`src/rtl/pipe_pkg.sv`:
```
// Shared pipeline definitions: control word layout, ALU op encodings, NOP
// control word and a register-index match helper.
package pipe_pkg;

  localparam int unsigned DATA_W = 32;
  localparam int unsigned REG_W  = 5;
  localparam int unsigned CTRL_W = 10;

  // Bit positions inside the control word
  localparam int unsigned CTRL_REGWRITE = 9;
  localparam int unsigned CTRL_MEMTOREG = 8;
  localparam int unsigned CTRL_MEMREAD  = 7;
  localparam int unsigned CTRL_MEMWRITE = 6;
  localparam int unsigned CTRL_BRANCH   = 5;
  localparam int unsigned CTRL_ALUSRC   = 4;
  localparam int unsigned CTRL_REGDST   = 3;
  localparam int unsigned CTRL_ALUOP_HI = 2;
  localparam int unsigned CTRL_ALUOP_LO = 1;
  localparam int unsigned CTRL_JUMP     = 0;

  localparam logic [1:0] ALUOP_ADD   = 2'b00;
  localparam logic [1:0] ALUOP_SUB   = 2'b01;
  localparam logic [1:0] ALUOP_FUNCT = 2'b10;

  localparam logic [CTRL_W-1:0] CTRL_NOP = '0;

  typedef struct packed {
    logic       regwrite;
    logic       memtoreg;
    logic       memread;
    logic       memwrite;
    logic       branch;
    logic       alusrc;
    logic       regdst;
    logic [1:0] aluop;
    logic       jump;
  } ctrl_t;

  // True when a producer index names the same non-zero register as a consumer
  function automatic logic reg_match(input logic [REG_W-1:0] prod,
                                     input logic [REG_W-1:0] cons);
    return (prod != '0) && (prod == cons);
  endfunction

endpackage

```
`src/rtl/load_use_detect.sv`:
```
// Combinational load-use hazard detector.
// Ports: i_ex_valid/i_ex_memread/i_ex_rt describe the instruction in EX;
//        i_id_valid/i_id_rs/i_id_rt/i_id_uses_rt describe the one in ID;
//        o_hazard is high when ID must wait one cycle for the load data.
module load_use_detect
  import pipe_pkg::*;
(
  input  logic             i_ex_valid,
  input  logic             i_ex_memread,
  input  logic [REG_W-1:0] i_ex_rt,
  input  logic             i_id_valid,
  input  logic [REG_W-1:0] i_id_rs,
  input  logic [REG_W-1:0] i_id_rt,
  input  logic             i_id_uses_rt,
  output logic             o_hazard
);

  logic w_load_in_ex;
  logic w_src_hit;

  assign w_load_in_ex = i_ex_valid & i_ex_memread & i_id_valid;
  // $0 is filtered inside reg_match
  assign w_src_hit    = reg_match(i_ex_rt, i_id_rs) |
                        (i_id_uses_rt & reg_match(i_ex_rt, i_id_rt));
  assign o_hazard     = w_load_in_ex & w_src_hit;

endmodule

```
`src/rtl/id_ex_stage.sv`:
```
// ID/EX pipeline latch with load-use bubble insertion, flush and hold.
// Ports: clk, rst_n (synchronous, active low); id_* decode inputs;
//        flush_i kills the latch, hold_i freezes it; wb_* writeback bypass;
//        stall_o holds upstream; ex_* latched outputs; bubble_cnt counts
//        inserted bubbles (saturating).
// Config: define ID_EX_WB_BYPASS_EN to forward wb_data into ex_a/ex_b when
//         the writeback destination matches id_rs/id_rt.
module id_ex_stage
  import pipe_pkg::*;
#(
  parameter int unsigned STALL_CNT_W = 16
) (
  input  logic                   clk,
  input  logic                   rst_n,
  input  logic                   id_valid,
  input  logic [DATA_W-1:0]      id_a,
  input  logic [DATA_W-1:0]      id_b,
  input  logic [REG_W-1:0]       id_rs,
  input  logic [REG_W-1:0]       id_rt,
  input  logic [REG_W-1:0]       id_rd,
  input  logic [DATA_W-1:0]      id_imm,
  input  logic                   id_uses_rt,
  input  logic [CTRL_W-1:0]      id_ctrl,
  input  logic                   flush_i,
  input  logic                   hold_i,
  input  logic                   wb_regwrite,
  input  logic [REG_W-1:0]       wb_rd,
  input  logic [DATA_W-1:0]      wb_data,
  output logic                   stall_o,
  output logic                   ex_valid,
  output logic [DATA_W-1:0]      ex_a,
  output logic [DATA_W-1:0]      ex_b,
  output logic [DATA_W-1:0]      ex_imm,
  output logic [REG_W-1:0]       ex_rs,
  output logic [REG_W-1:0]       ex_rt,
  output logic [REG_W-1:0]       ex_rd,
  output logic [CTRL_W-1:0]      ex_ctrl,
  output logic [STALL_CNT_W-1:0] bubble_cnt
);

  logic                   r_valid;
  logic [DATA_W-1:0]      r_a, r_b, r_imm;
  logic [REG_W-1:0]       r_rs, r_rt, r_rd;
  logic [CTRL_W-1:0]      r_ctrl;
  logic [STALL_CNT_W-1:0] r_bubble_cnt;

  ctrl_t                  w_ex_ctrl;
  logic                   w_hazard;
  logic [DATA_W-1:0]      w_a_next, w_b_next;

  assign w_ex_ctrl = ctrl_t'(r_ctrl);

  load_use_detect u_load_use_detect (
    .i_ex_valid   (r_valid),
    .i_ex_memread (w_ex_ctrl.memread),
    .i_ex_rt      (r_rt),
    .i_id_valid   (id_valid),
    .i_id_rs      (id_rs),
    .i_id_rt      (id_rt),
    .i_id_uses_rt (id_uses_rt),
    .o_hazard     (w_hazard)
  );

  // Operand select: same-cycle writeback forwarding when enabled
`ifdef ID_EX_WB_BYPASS_EN
  assign w_a_next = (wb_regwrite && reg_match(wb_rd, id_rs)) ? wb_data : id_a;
  assign w_b_next = (wb_regwrite && reg_match(wb_rd, id_rt)) ? wb_data : id_b;
`else
  logic w_unused_wb;
  assign w_unused_wb = ^{wb_regwrite, wb_rd, wb_data};
  assign w_a_next    = id_a;
  assign w_b_next    = id_b;
`endif

  // Upstream is redirected on flush, and nothing stalls while in reset
  assign stall_o = rst_n & ~flush_i & (w_hazard | hold_i);

  // ID/EX latch: reset > flush > hold > bubble > load
  always_ff @(posedge clk) begin
    if (!rst_n) begin
      r_valid      <= 1'b0;
      r_a          <= '0;
      r_b          <= '0;
      r_imm        <= '0;
      r_rs         <= '0;
      r_rt         <= '0;
      r_rd         <= '0;
      r_ctrl       <= CTRL_NOP;
      r_bubble_cnt <= '0;
    end else if (flush_i) begin
      r_valid <= 1'b0;
      r_a     <= '0;
      r_b     <= '0;
      r_imm   <= '0;
      r_rs    <= '0;
      r_rt    <= '0;
      r_rd    <= '0;
      r_ctrl  <= CTRL_NOP;
    end else if (hold_i) begin
      r_valid <= r_valid;
    end else if (w_hazard) begin
      // Bubble: the ID instruction stays upstream and retries next cycle
      r_valid <= 1'b0;
      r_a     <= '0;
      r_b     <= '0;
      r_imm   <= '0;
      r_rs    <= '0;
      r_rt    <= '0;
      r_rd    <= '0;
      r_ctrl  <= CTRL_NOP;
      if (r_bubble_cnt != '1) begin
        r_bubble_cnt <= r_bubble_cnt + STALL_CNT_W'(1);
      end
    end else begin
      r_valid <= id_valid;
      r_a     <= w_a_next;
      r_b     <= w_b_next;
      r_imm   <= id_imm;
      r_rs    <= id_rs;
      r_rt    <= id_rt;
      r_rd    <= id_rd;
      r_ctrl  <= id_valid ? id_ctrl : CTRL_NOP;
    end
  end

  assign ex_valid   = r_valid;
  assign ex_a       = r_a;
  assign ex_b       = r_b;
  assign ex_imm     = r_imm;
  assign ex_rs      = r_rs;
  assign ex_rt      = r_rt;
  assign ex_rd      = r_rd;
  assign ex_ctrl    = r_ctrl;
  assign bubble_cnt = r_bubble_cnt;

endmodule

```
`config.mk`:
```
export PLATFORM = sky130hd
export DESIGN_NAME = id_ex_stage
export DESIGN_NICKNAME = d
export VERILOG_FILES = /design/src/rtl/pipe_pkg.sv /design/src/rtl/load_use_detect.sv /design/src/rtl/id_ex_stage.sv
export SDC_FILE = /design/constraint.sdc
export NUM_CORES = 1
export LEC_CHECK = 0
export BUFFER_PORTS_ARGS = -buffer_cell sky130_fd_sc_hd__buf_4
export CAP_MARGIN = 10
export CORE_AREA = 2 2 119 121
export CTS_CLUSTER_SIZE = 14
export DETAILED_ROUTE_END_ITERATION = 12
export DIE_AREA = 0 0 121 123
export GPL_TIMING_DRIVEN = 0
export PLACE_DENSITY = 0.68
export SETUP_SLACK_MARGIN = 0.02
export SYNTH_ARGS = -nofsm -noshare
export SYNTH_HDL_FRONTEND = slang
export SYNTH_SLANG_ARGS = --single-unit
```
`constraint.sdc`:
```
create_clock -name clk -period 2.9 [get_ports clk]
set_clock_uncertainty 0.05 [all_clocks]
set_input_delay 0.145 -clock clk [delete_from_list [all_inputs] [get_ports clk]]
set_output_delay 0.145 -clock clk [all_outputs]
set_load 0.02 [all_outputs]
```
==> Yosys cells after proc, flatten, opt, wreduce, memory -nomap -nowiden <==
Cells that the tools add are included.
{ "totals": {"wordCells": 38, "in_bits": 165, "regBits": 138, "out_inout_bits": 139} }
{ "op_classes": {"bitwise": 11, "eq_ne": 3, "n_reduce_logical": 5, "mux": 9, "add_sub_neg": 1} }
{ "op_table": {"columns": ["cell", "n"], "rows": [
  ["32-bit two-way mux", 3],
  ["10-bit two-way mux", 2],
  ["16-bit by 1-bit adder with 16-bit output (second input constant)", 1],
  ["16-bit != test (second input constant)", 1],
  ["5-bit two-way mux", 3],
  ["5-bit equality test", 2],
  ["1-bit AND", 6],
  ["5-bit nonzero test", 1],
  ["4-bit AND reduction", 1],
  ["1-bit NOT", 3],
  ["1-bit logical AND", 2],
  ["1-bit OR", 2],
  ["2-bit OR reduction", 1],
  ["1-bit two-way mux", 1]
]} }

==> Logic depth before layout (Yosys ltp) <==
Gate-level depths: netlist of run 1.
{ "depth": {"ltp_word": 7, "mapped_depth": 8, "mapped_depth_nobuf": 6} }

==> By module <==
Synthesis of run 1 repeated with hierarchy kept, for this count alone.
{ "hier_totals": {"cells_unflattened": 523, "area_unflattened_um2": 4961.0} }
{ "modules_own_cells": {"columns": ["module", "instances", "seq_area_each_um2", "area_per_inst_um2", "cells_each"], "rows": [
  ["id_ex_stage", 1, 2762.6, 4830.9, 506],
  ["load_use_detect", 1, 0.0, 130.1, 17]
]} }

==> Worst setup path after synthesis of run 1 <==
Ideal clock, no wire load.
{ "synth_timing": {"path_type": "register to register", "start": "register r_rt[3] (netlist: ex_rt[3])", "end": "register r_rt[1] (netlist: ex_rt[1])", "period_less_slack_ns": 2.195, "slack_ns": 0.705, "t_arrival_ns": 2.028, "setup_ns": 0.117, "required_ns": 2.733, "stages_incl_launch_ff": 9, "path_buffers": 3, "path_cell_list": "dfxtp_1 -> xor2_1 -> nor4_1 -> a32oi_1 -> o311a_1 -> clkbuf_1 -> buf_6 -> buf_6 -> a22o_1"} }
{ "synth_via": {"elab_chain_len": 6, "word_cells_on_any_way": 9, "classes_between": "2 x eq/ne; 1 x mux; 3 x bitwise; 3 x reduce/logical"} }
{ "synth_rtl": {"columns": ["element", "line_no", "rtl"], "rows": [
  ["start, declared", "id_ex_stage.sv:43", "logic [REG_W-1:0] r_rs, r_rt, r_rd;"],
  ["start signal, assigned", "id_ex_stage.sv:120", "r_rt <= id_rt;"],
  ["5-bit equality test or 5-bit nonzero test (tied branches)", "pipe_pkg.sv:42", "return (prod != '0) && (prod == cons);"],
  ["1-bit logical AND", "pipe_pkg.sv:42", null],
  ["1-bit AND", "load_use_detect.sv:24", "(i_id_uses_rt & reg_match(i_ex_rt, i_id_rt));"],
  ["1-bit OR (*)", "load_use_detect.sv:23", "assign w_src_hit = reg_match(i_ex_rt, i_id_rs) |"],
  ["1-bit AND (*)", "load_use_detect.sv:25", "assign o_hazard = w_load_in_ex & w_src_hit;"],
  ["5-bit two-way mux (*)", "id_ex_stage.sv:101", "end else if (w_hazard) begin"]
]} }
Mark *: on every way between the ends. The rest lies on a longest branch, timed or not.
A chain may end at the register's enable or synchronous reset.

==> Worst setup path after layout of run 1 <==
{ "layout_timing": {"start": "register r_rt[4] (netlist: ex_rt[4])", "end": "output port stall_o"} }
{ "layout_via": {"elab_chain_len": 7, "word_cells_on_any_way": 10, "classes_between": "2 x eq/ne; 5 x bitwise; 3 x reduce/logical"} }
{ "layout_rtl": {"columns": ["element", "line_no", "rtl"], "rows": [
  ["5-bit equality test or 5-bit nonzero test (tied branches)", "pipe_pkg.sv:42", null],
  ["1-bit logical AND", "pipe_pkg.sv:42", null],
  ["1-bit AND", "load_use_detect.sv:24", null],
  ["1-bit OR (*)", "load_use_detect.sv:23", null],
  ["1-bit AND (*)", "load_use_detect.sv:25", null],
  ["1-bit OR (*)", "id_ex_stage.sv:76", "assign stall_o = rst_n & ~flush_i & (w_hazard | hold_i);"],
  ["1-bit AND (*)", "id_ex_stage.sv:76", null],
  ["end, declared", "id_ex_stage.sv:29", "output logic stall_o,"]
]} }
Marks and branches as above.

==> impl_metrics.toml, run 1 <==
[outcome]
status = "finished, final reports clean"

[global_routing]
grt_pass1_vias = 5020
grt_max_degree = 17
grt.total_usage = 0.2209
overflow = 0
antenna_found_initial = 0
grt_pass1_wl_microns = 25570

[clock_network]
root_buffer = "clkbuf_16"
numCtsBuffers = 17
clock_sinks = 138
h-tree-depth = 4
clkTransAtPathRegs_ps = 60
clk_latency_ps = 420
tritoncts = "built"
clockBufferDepth = 2

[hold_path]
hold_class = "input pin to flip-flop"
min-delay-start = "flush_i"

[timing]
finalCritPeriodShare = 0.9299
slew_headroom = 0.5660
setup_violations = 0
tns_ps = 0
hold_viol = 0
slew_violations = 0
worstMarginPinSlew_ps = 651.0
max_freq_ghz = 0.3708
rsz0062_at_grt = "false"
period_minus_slack_ps = 2697
setup_slack_ps = 203.4

[worst_setup_path]
worstSetupEndpointType = "primary output"
cp_slowest_cell = "dfxtp_1"
crit_path_cell_trace = "xor2_1, nor4_2, a32oi_2, clkbuf_2, clkbuf_2, nor3_1, o21a_1, buf_4"
slowest_delay_ps = 450
crit_top_cell = "clkbuf_2"
r2r-start = "ex_rt[3]"
reg2reg_slack_ps = 470
startpoint = "ex_rt[4]"
crit_type = "flip-flop to primary output"
critPathMaxFanout = 10
startpoint_type = "flip-flop"
crit_arrival_ps = 2500
required_ps = 2710

[power]
p_sw_frac = 0.2331
peakVddDrop_v = 0.0003582
leakage_nw = 3.924
clockPowerShare = 0.451
p_seq_frac = 0.424
p_int_mw = 3.596
power_mw = 4.689
p_per_area_nw_per_um2 = 535.4
power.switching_mw = 1.093
power_frac_comb = 0.125

[route]
ant_nets = 0
drc = 0
vias = 5065
routedWlPerCell_microns = 16.92
via_per_inst = 5.055
first_iter_violations = 411
detail_route.first_pass.iterations = 4
wl_microns = 16950

[synthesis]
yosys_warnings = 0
netlist.area_leader.share = 0.5857
synth_top_cell_by_area = "dfxtp_1"
ys_seq_area_frac = 0.5857
synth_cell_type_count = 32
ys_seq_elements = 138
syn_area_sq_um = 4717
synth_cells = 403
avgSynthCellArea_sq_um = 11.70
syn_nets = 569
synth_area_leaders = "dfxtp_1 (59%), a22o_1 (21%), buf_6 (2.1%), a32o_1 (2.1%), xor2_1 (1.7%)"

[die]
die_x_microns = 121
dieHeight_microns = 123
die_area_sq_um = 14880
initial_utilization = 0.3465
core_sq_um = 13610
design.portCount = 304
row_count = 43

[placement]
io_buffer_count = 265
preCtsSetupSlack_ps = 240.7
hpwl_microns = 10980
gp_congestion = 0.8369

[finish]
nets = 976
fill_cells = 1025
final_util = 0.6434
area_growth_pct = 85.65
layout-drive-gt1-share = 0.3844
n_antenna_cell = 0

[run]
drv_cap = 0
[kinds of logic after synthesis]
group / count (synthesis) / synth area share
XOR/XNOR: 10 / 0.01857
adder cells (fa/ha/maj): 1 / 0.002652
AO/OA/AOI/OAI: 156 / 0.2769
buffers and inverters: 40 / 0.04828
flip-flops: 138 / 0.5857
multiplexers: 1 / 0.002122
AND/OR/NAND/NOR: 57 / 0.06578
[worst max-delay path, delay by kind of cell, from the launching register on]
family	cells	cell delay [ps]
AND/OR/NAND/NOR	2	170
AO/OA/AOI/OAI	2	550
flip-flops	1	450
XOR/XNOR	1	220
buffers and inverters	3	710
[Yosys cell counts]
| master | instances |
|---|---|
| nand3_1 | 8 |
| nor3_1 | 5 |
| buf_4 | 1 |
| ha_1 | 1 |
| dfxtp_1 | 138 |
| nand4_1 | 8 |
| inv_1 | 5 |
| buf_6 | 9 |
| a32oi_1 | 1 |
| nand2b_1 | 2 |
| o21ba_2 | 1 |
| xor2_1 | 9 |
| xnor2_1 | 1 |
| or4_1 | 10 |
| a32o_1 | 10 |
| nor2_1 | 9 |
| o41ai_1 | 1 |
| o31ai_1 | 9 |
| mux2i_1 | 1 |
| a22o_1 | 112 |
| o21a_1 | 2 |
| o31a_1 | 1 |
| o311a_1 | 1 |
| nor4_1 | 3 |
| nand2_1 | 8 |
| clkbuf_1 | 20 |
| or3_1 | 4 |
| o211ai_1 | 1 |
| buf_2 | 5 |
| o21ai_0 | 4 |
| o311ai_0 | 1 |
| a21oi_1 | 12 |
[repair_timing]
| action | in CTS | in global routing |
|---|---|---|
| setup endpoints to repair | 1 | 1 |
| hold buffers | 123 | 0 |
| buffers inserted | 0 | 0 |
| endpoints found under the hold margin | 125 | 0 |
| resized for setup | 2 | 3 |
[area by class of cell]
cell class                      instances  area, sq um  share of cell area
Timing Repair Buffer                  388         3221              0.3678
Sequential cell                       138         2763              0.3155
Multi-Input combinational cell        225         1740              0.1987
Clock buffer                           19        452.9             0.05172
Tap cell                              180        225.2             0.02572
Buffer                                 35        211.5             0.02415
Clock inverter                         12        125.1             0.01429
Inverter                                5        18.77            0.002143
[power groups by stage]
stage / sequential (mW) / combinational, mW / clock [mW]
2_1_floorplan: 2.09 / 0.116 / 0
3_3_place_gp: 2.02 / 0.433 / 0
3_5_place_dp: 2.02 / 0.441 / 0
4_1_cts: 1.98 / 0.578 / 2.15
5_1_grt: 1.99 / 0.620 / 2.24
6_report: 1.99 / 0.586 / 2.12
[final timing paths]
check             cells past startpoint              to
hold reg to reg                       1        ex_rd[3]
setup reg to reg                      7        ex_b[31]
hold / removal                        4  bubble_cnt[13]
setup / recovery                      8         stall_o
[cell usage in the layout, fill, tap and decap left out, types with 9 or more instances in the layout]
cell,n
or4_1,10
dlygate4sd3_1,123
buf_6,9
clkbuf_1,18
dfxtp_1,138
xor2_1,9
a22o_1,112
a21oi_1,12
o31ai_1,9
buf_4,266
nor2_1,9
clkbuf_16,17
a32o_1,10
[sequential cells by signal, indices dropped and copies added, names as in the netlist]
name	cells
bubble_cnt	16
ex_a	32
ex_b	32
ex_ctrl	10
ex_imm	32
ex_rd	5
ex_rs	5
ex_rt	5
ex_valid	1
[routing by layer]
metal  up-vias  global-route usage  wire [microns]
li1       2386                   -               -
met1      2395              0.2536            6722
met2       231              0.3645            8395
met3        53             0.06919            1206
met4         0              0.1265             627
met5         -                   0               0
[stage by stage]
step,instance area [sq um],hold WS [ps],instances
2_1_floorplan,4717,212.8,403
5_1_grt,8757,153.2,1002
3_3_place_gp,6932,310.8,848
6_report,8757,128.1,1002
4_1_cts,8750,96.90,1002
3_5_place_dp,6932,313.9,848
No activity file was read; power rests on OpenSTA's default activity.
==> run 2, diff against run 1 <==
--- a/config.mk
+++ b/config.mk
@@ -7,12 +7,14 @@
 export LEC_CHECK = 0
 export BUFFER_PORTS_ARGS = -buffer_cell sky130_fd_sc_hd__buf_4
 export CAP_MARGIN = 10
-export CORE_AREA = 2 2 119 121
+export CELL_PAD_IN_SITES_DETAIL_PLACEMENT = 0
+export CELL_PAD_IN_SITES_GLOBAL_PLACEMENT = 1
+export CORE_MARGIN = 1.5
+export CORE_UTILIZATION = 30
 export CTS_CLUSTER_SIZE = 14
 export DETAILED_ROUTE_END_ITERATION = 12
-export DIE_AREA = 0 0 121 123
 export GPL_TIMING_DRIVEN = 0
-export PLACE_DENSITY = 0.68
+export PLACE_DENSITY_LB_ADDON = 0.1
 export SETUP_SLACK_MARGIN = 0.02
 export SYNTH_ARGS = -nofsm -noshare
 export SYNTH_HDL_FRONTEND = slang
==> constraint.sdc (replaced) <==
create_clock -name clk -period 2.9 [get_ports clk]
set_clock_uncertainty 0.05 [all_clocks]
set_input_delay 0.145 -clock clk [delete_from_list [all_inputs] [get_ports clk]]
set_output_delay 0.145 -clock clk [all_outputs]
set_load 0.01 [all_outputs]
==> impl_metrics.toml, run 2 (same netlist as run 1, synthesis figures left out) <==
[outcome]
status = "finished, final reports clean"

[timing]
max_freq_ghz = 0.3873
rsz0062_at_grt = "false"
setup_violations = 0
worstMarginPinSlew_ps = 711.7
slew_violations = 0
tns_ps = 0
hold_viol = 0
slew_headroom = 0.5219
setup_slack_ps = 318.0
period_minus_slack_ps = 2582
finalCritPeriodShare = 0.8904

[route]
drc = 0
detail_route.first_pass.iterations = 4
first_iter_violations = 181
highest_layer = "met4"
wl_microns = 16950
wl_met1_microns = 6665
wl_met2_microns = 8748
ant_nets = 0
dr_wl_met3_microns = 1168
vias = 4923
routedWlPerCell_microns = 16.37
via_per_inst = 4.757

[placement]
preCtsSetupSlack_ps = 94.57
io_buffer_count = 265
hpwl_microns = 11530
gp_congestion = 0.8063

[clock_network]
clkTransAtPathRegs_ps = 60
numCtsBuffers = 17
clock_sinks = 138
h-tree-depth = 4
root_buffer = "clkbuf_16"
tritoncts = "built"
clockBufferDepth = 2
clk_latency_ps = 420

[global_routing]
grt_pass1_wl_microns = 25990
grt.total_usage = 0.2051
overflow = 0
antenna_found_initial = 0
grt_max_degree = 17
grt_pass1_vias = 5134

[finish]
fill_cells = 1314
register_area_sq_um = 2763
n_antenna_cell = 0
nets = 977
final_util = 0.5764
final_common_cell = "buf_4"
multi_input_area_sq_um = 1740
area_growth_pct = 86.45
layout-drive-gt1-share = 0.3835
final_cell_mix = "buf_4 (268), dfxtp_1 (138), dlygate4sd3_1 (123), a22o_1 (112), clkbuf_1 (20)"

[run]
drv_cap = 0

[worst_setup_path]
cp.buffers_inverters = 6
crit_arrival_ps = 2840
critPathTopFamily = "buffers and inverters"
cp_slowest_cell = "dlygate4sd3_1"
slowest_delay_ps = 560
crit_path_cell_trace = "dlygate4sd3_1, buf_4, xor2_1, nor4_2, a32oi_2, buf_4, o311a_1, clkbuf_1, buf_6, buf_6, a22o_1"
required_ps = 3150
startpoint_type = "input pin"
worstSetupEndpointType = "flip-flop"
critPathMaxFanout = 10
crit_type = "input pin to flip-flop"

[die]
row_count = 45
dieHeight_microns = 128.4
initial_utilization = 0.3091
die_area_sq_um = 16490
die_x_microns = 128.4
design.portCount = 304
core_sq_um = 15260

[power]
p_per_area_nw_per_um2 = 523.6
leakage_nw = 3.916
clockPowerShare = 0.451
p_seq_frac = 0.431
p_int_mw = 3.542
peakVddDrop_v = 0.0003922
power_frac_comb = 0.118
power.switching_mw = 1.063
p_sw_frac = 0.2309

[hold_path]
hold_class = "input pin to flip-flop"
[run 2: path summary, 6_finish.rpt]
| path | from | endpoint | slack (ps) | depth (start not counted) |
|---|---|---|---|---|
| worst min register to register | ex_b[16] | ex_b[16] | 420 | 1 |
| worst max-delay path | id_rt[3] | ex_imm[30] | 320 | 11 |
| worst max register to register | ex_rt[4] | ex_imm[30] | 330 | 9 |
| worst min-delay path | flush_i | bubble_cnt[13] | 120 | 4 |
[run 2: final cells by class]
class,count,area share
plain buffers,34,0.02347
clock buffers,22,0.05392
clock inverters,10,0.01053
inverters,5,0.002134
multi-input cells,225,0.1979
flip-flops and latches,138,0.3141
well taps,211,0.03002
repair buffers,390,0.3679
[run 2: repair_timing]
item                                    4_1_cts  5_1_grt
gates cloned                                  0        0
hold endpoints to repair                    125        0
pin swaps                                     0        1
resized for setup                             3        1
setup buffers                                 0        2
hold buffers                                123        0
endpoints found under the setup margin        1        1
[run 2: metrics by stage]
| stage | instances | cell area [sq um] | hold slack, ps | power (mW) |
|---|---|---|---|---|
| 2_1_floorplan | 403 | 4717 | 212.8 | 2.162 |
| 3_3_place_gp | 879 | 6970 | 311.0 | 2.418 |
| 3_5_place_dp | 879 | 6970 | 314.1 | 2.423 |
| 4_1_cts | 1034 | 8778 | 86.30 | 4.650 |
| 5_1_grt | 1035 | 8795 | 145.4 | 4.781 |
| 6_report | 1035 | 8795 | 115.3 | 4.605 |
[run 2: routing by layer]
metal,vias to the layer above,GRT usage
met5,-,0
met4,0,0.08460
met3,24,0.07609
met2,180,0.3624
met1,2332,0.2218
li1,2387,-
[run 2: worst register-to-register path: stages, from the launching register on]
cell      delay (ps)
dfxtp_1          480
xor2_1           150
nor4_2           260
a32oi_2          210
buf_4            180
o311a_1          330
clkbuf_1         200
buf_6            220
buf_6            150
a22o_1           250
[run 2: power groups by stage]
stage               registers, mW  clock network, mW  logic [mW]
CTS                          1.98               2.13       0.538
global route                 1.99               2.21       0.580
finish                       1.99               2.08       0.541
floorplan                    2.05                  0       0.116
global placement             2.02                  0       0.394
detailed placement           2.02                  0       0.400
==> run 3, diff against run 2 <==
--- a/config.mk
+++ b/config.mk
@@ -7,14 +7,12 @@
 export LEC_CHECK = 0
 export BUFFER_PORTS_ARGS = -buffer_cell sky130_fd_sc_hd__buf_4
 export CAP_MARGIN = 10
-export CELL_PAD_IN_SITES_DETAIL_PLACEMENT = 0
-export CELL_PAD_IN_SITES_GLOBAL_PLACEMENT = 1
-export CORE_MARGIN = 1.5
-export CORE_UTILIZATION = 30
+export CORE_AREA = 2 2 118 120
 export CTS_CLUSTER_SIZE = 14
 export DETAILED_ROUTE_END_ITERATION = 12
+export DIE_AREA = 0 0 120 122
 export GPL_TIMING_DRIVEN = 0
-export PLACE_DENSITY_LB_ADDON = 0.1
+export PLACE_DENSITY = 0.72
 export SETUP_SLACK_MARGIN = 0.02
 export SYNTH_ARGS = -nofsm -noshare
 export SYNTH_HDL_FRONTEND = slang
==> constraint.sdc (replaced) <==
create_clock -name clk -period 2.3 [get_ports clk]
set_clock_uncertainty 0.05 [all_clocks]
set_input_delay 0.115 -clock clk [delete_from_list [all_inputs] [get_ports clk]]
set_output_delay 0.115 -clock clk [all_outputs]
set_load 0.01 [all_outputs]
==> impl_metrics.toml, run 3 (same netlist as run 1, synthesis figures left out) <==
[die]
core_sq_um = 13500
initial_utilization = 0.3493
design.portCount = 304
die_area_sq_um = 14640
die_x_microns = 120
dieHeight_microns = 122
row_count = 43

[power]
peakVddDrop_v = 0.0004925
p_per_area_nw_per_um2 = 692.1
power_mw = 6.207
leakage_nw = 4.034

[outcome]
status = "finished, final reports clean"

[timing]
hold_viol = 0
finalCritPeriodShare = 0.9801
max_freq_ghz = 0.4436
slew_headroom = 0.5170
worstMarginPinSlew_ps = 724.6
period_minus_slack_ps = 2254
slew_violations = 0
rsz0062_at_grt = "true"
setup_violations = 0

[run]
drv_cap = 0

[clock_network]
numCtsBuffers = 17
tritoncts = "built"
clockBufferDepth = 2
clk_latency_ps = 420
root_buffer = "clkbuf_16"
clock_sinks = 138
clkTransAtPathRegs_ps = 60
h-tree-depth = 4

[finish]
layout-drive-gt1-share = 0.4007
area_growth_pct = 90.13
final_cell_mix = "buf_4 (273), dfxtp_1 (135), dlygate4sd3_1 (124), a22o_1 (112)"
postLayoutCellArea_sq_um = 8969
final_common_cell = "buf_4"
n_antenna_cell = 0
nets = 984

[placement]
gp_congestion = 0.8650
hpwl_microns = 11090
dpl-instance-area_sq_um = 6932
io_buffer_count = 265

[worst_setup_path]
startpoint_type = "input pin"
slowest_delay_ps = 540
crit_arrival_ps = 2510
worstSetupEndpointType = "flip-flop"
cp.buffers_inverters = 5
required_ps = 2550
crit_top_cell = "buf_4"
critPathMaxFanout = 10
cp_slowest_cell = "dlygate4sd3_1"
crit_type = "input pin to flip-flop"
crit_path_cell_trace = "dlygate4sd3_1, buf_4, xor2_1, nor4_2, a32oi_2, buf_4, o311a_4, buf_8, buf_6, a22o_1"
critPathTopFamily = "buffers and inverters"

[route]
detail_route.first_pass.iterations = 5
wl_microns = 18270
vias = 5213
wl_met2_microns = 9304
first_iter_violations = 299
highest_layer = "met4"
dr_wl_met3_microns = 1327
ant_nets = 0
routedWlPerCell_microns = 18.07
wl_met1_microns = 7098
drc = 0
via_per_inst = 5.156

[global_routing]
grt_pass1_wl_microns = 27340
grt_max_degree = 17
grt_pass1_vias = 5337
antenna_found_initial = 0
overflow = 0
grt.total_usage = 0.2417

[hold_path]
hold_class = "input pin to flip-flop"
==> run 3: cell count changes in the layout (fill, tap and decap cells not counted), moves of 3 or more <==
| cell | previous run | this run |
|---|---|---|
| dfxtp_1 | 138 | 135 |
| bufinv_16 | 1 | 4 |
| buf_4 | 268 | 273 |
| clkbuf_1 | 20 | 17 |
==> run 3: metrics by stage <==
stage	util	worst slack, ps	hold slack (ps)	TNS [ps]	instances
floorplan	-	174.1	182.8	0	403
global placement	0.5133	-346.0	280.4	-18120	848
detailed placement	0.5133	-390.6	285.3	-22240	848
CTS	0.6601	16.74	84.18	0	1008
global route	0.6641	-31.03	143.2	-680.0	1011
finish	0.6641	45.66	126.7	0	1011
==> run 3: area by class of cell <==
type                    count  area, sq um
plain buffers              34        236.5
multi-input cells         225         1772
flip-flops and latches    138         2771
fillers                   965         4536
inverters                   5        18.77
clock inverters            10        162.7
clock buffers              22        484.2
well taps                 180        225.2
repair buffers            397         3298
==> run 3: power breakdown <==
| group | switching, mW | total [mW] | internal, mW |
|---|---|---|---|
| Clock | 1.06 | 2.99 | 1.93 |
| Sequential | 0.0463 | 2.51 | 2.46 |
| Combinational | 0.266 | 0.712 | 0.446 |
==> run 3: final timing paths <==
| check | start | end | slack [ps] | depth (start not counted) |
|---|---|---|---|---|
| max reg2reg | ex_rt[0] | ex_imm[6] | 60 | 8 |
| min reg2reg | ex_a[13] | ex_a[13] | 430 | 1 |
| max | id_rt[0] | ex_imm[6] | 50 | 10 |
| min | flush_i | bubble_cnt[13] | 130 | 4 |
==> run 3: timing repair <==
item / CTS / global route
gates resized for setup: 16 / 13
gates cloned: 1 / 0
endpoints found under the hold margin: 125 / 0
pin swaps: 6 / 1
setup buffers: 4 / 3
hold buffers: 124 / 0
setup endpoints to repair: 137 / 100
==> run 3: worst reg2reg max path: cells and delay by family, from the launching register on <==
kind                      cells  cell delay [ps]
and+or+nand+nor               1              300
AOI/OAI and AO/OA             3              770
buffers and inverters         3              490
xor gates and xnor gates      1              170
DFF                           1              360
==> run 3: routing by layer <==
metal,GRT usage,vias up
li1,-,2405
met1,0.2613,2501
met2,0.4315,260
met3,0.07491,47
met4,0.1125,0
met5,0,-
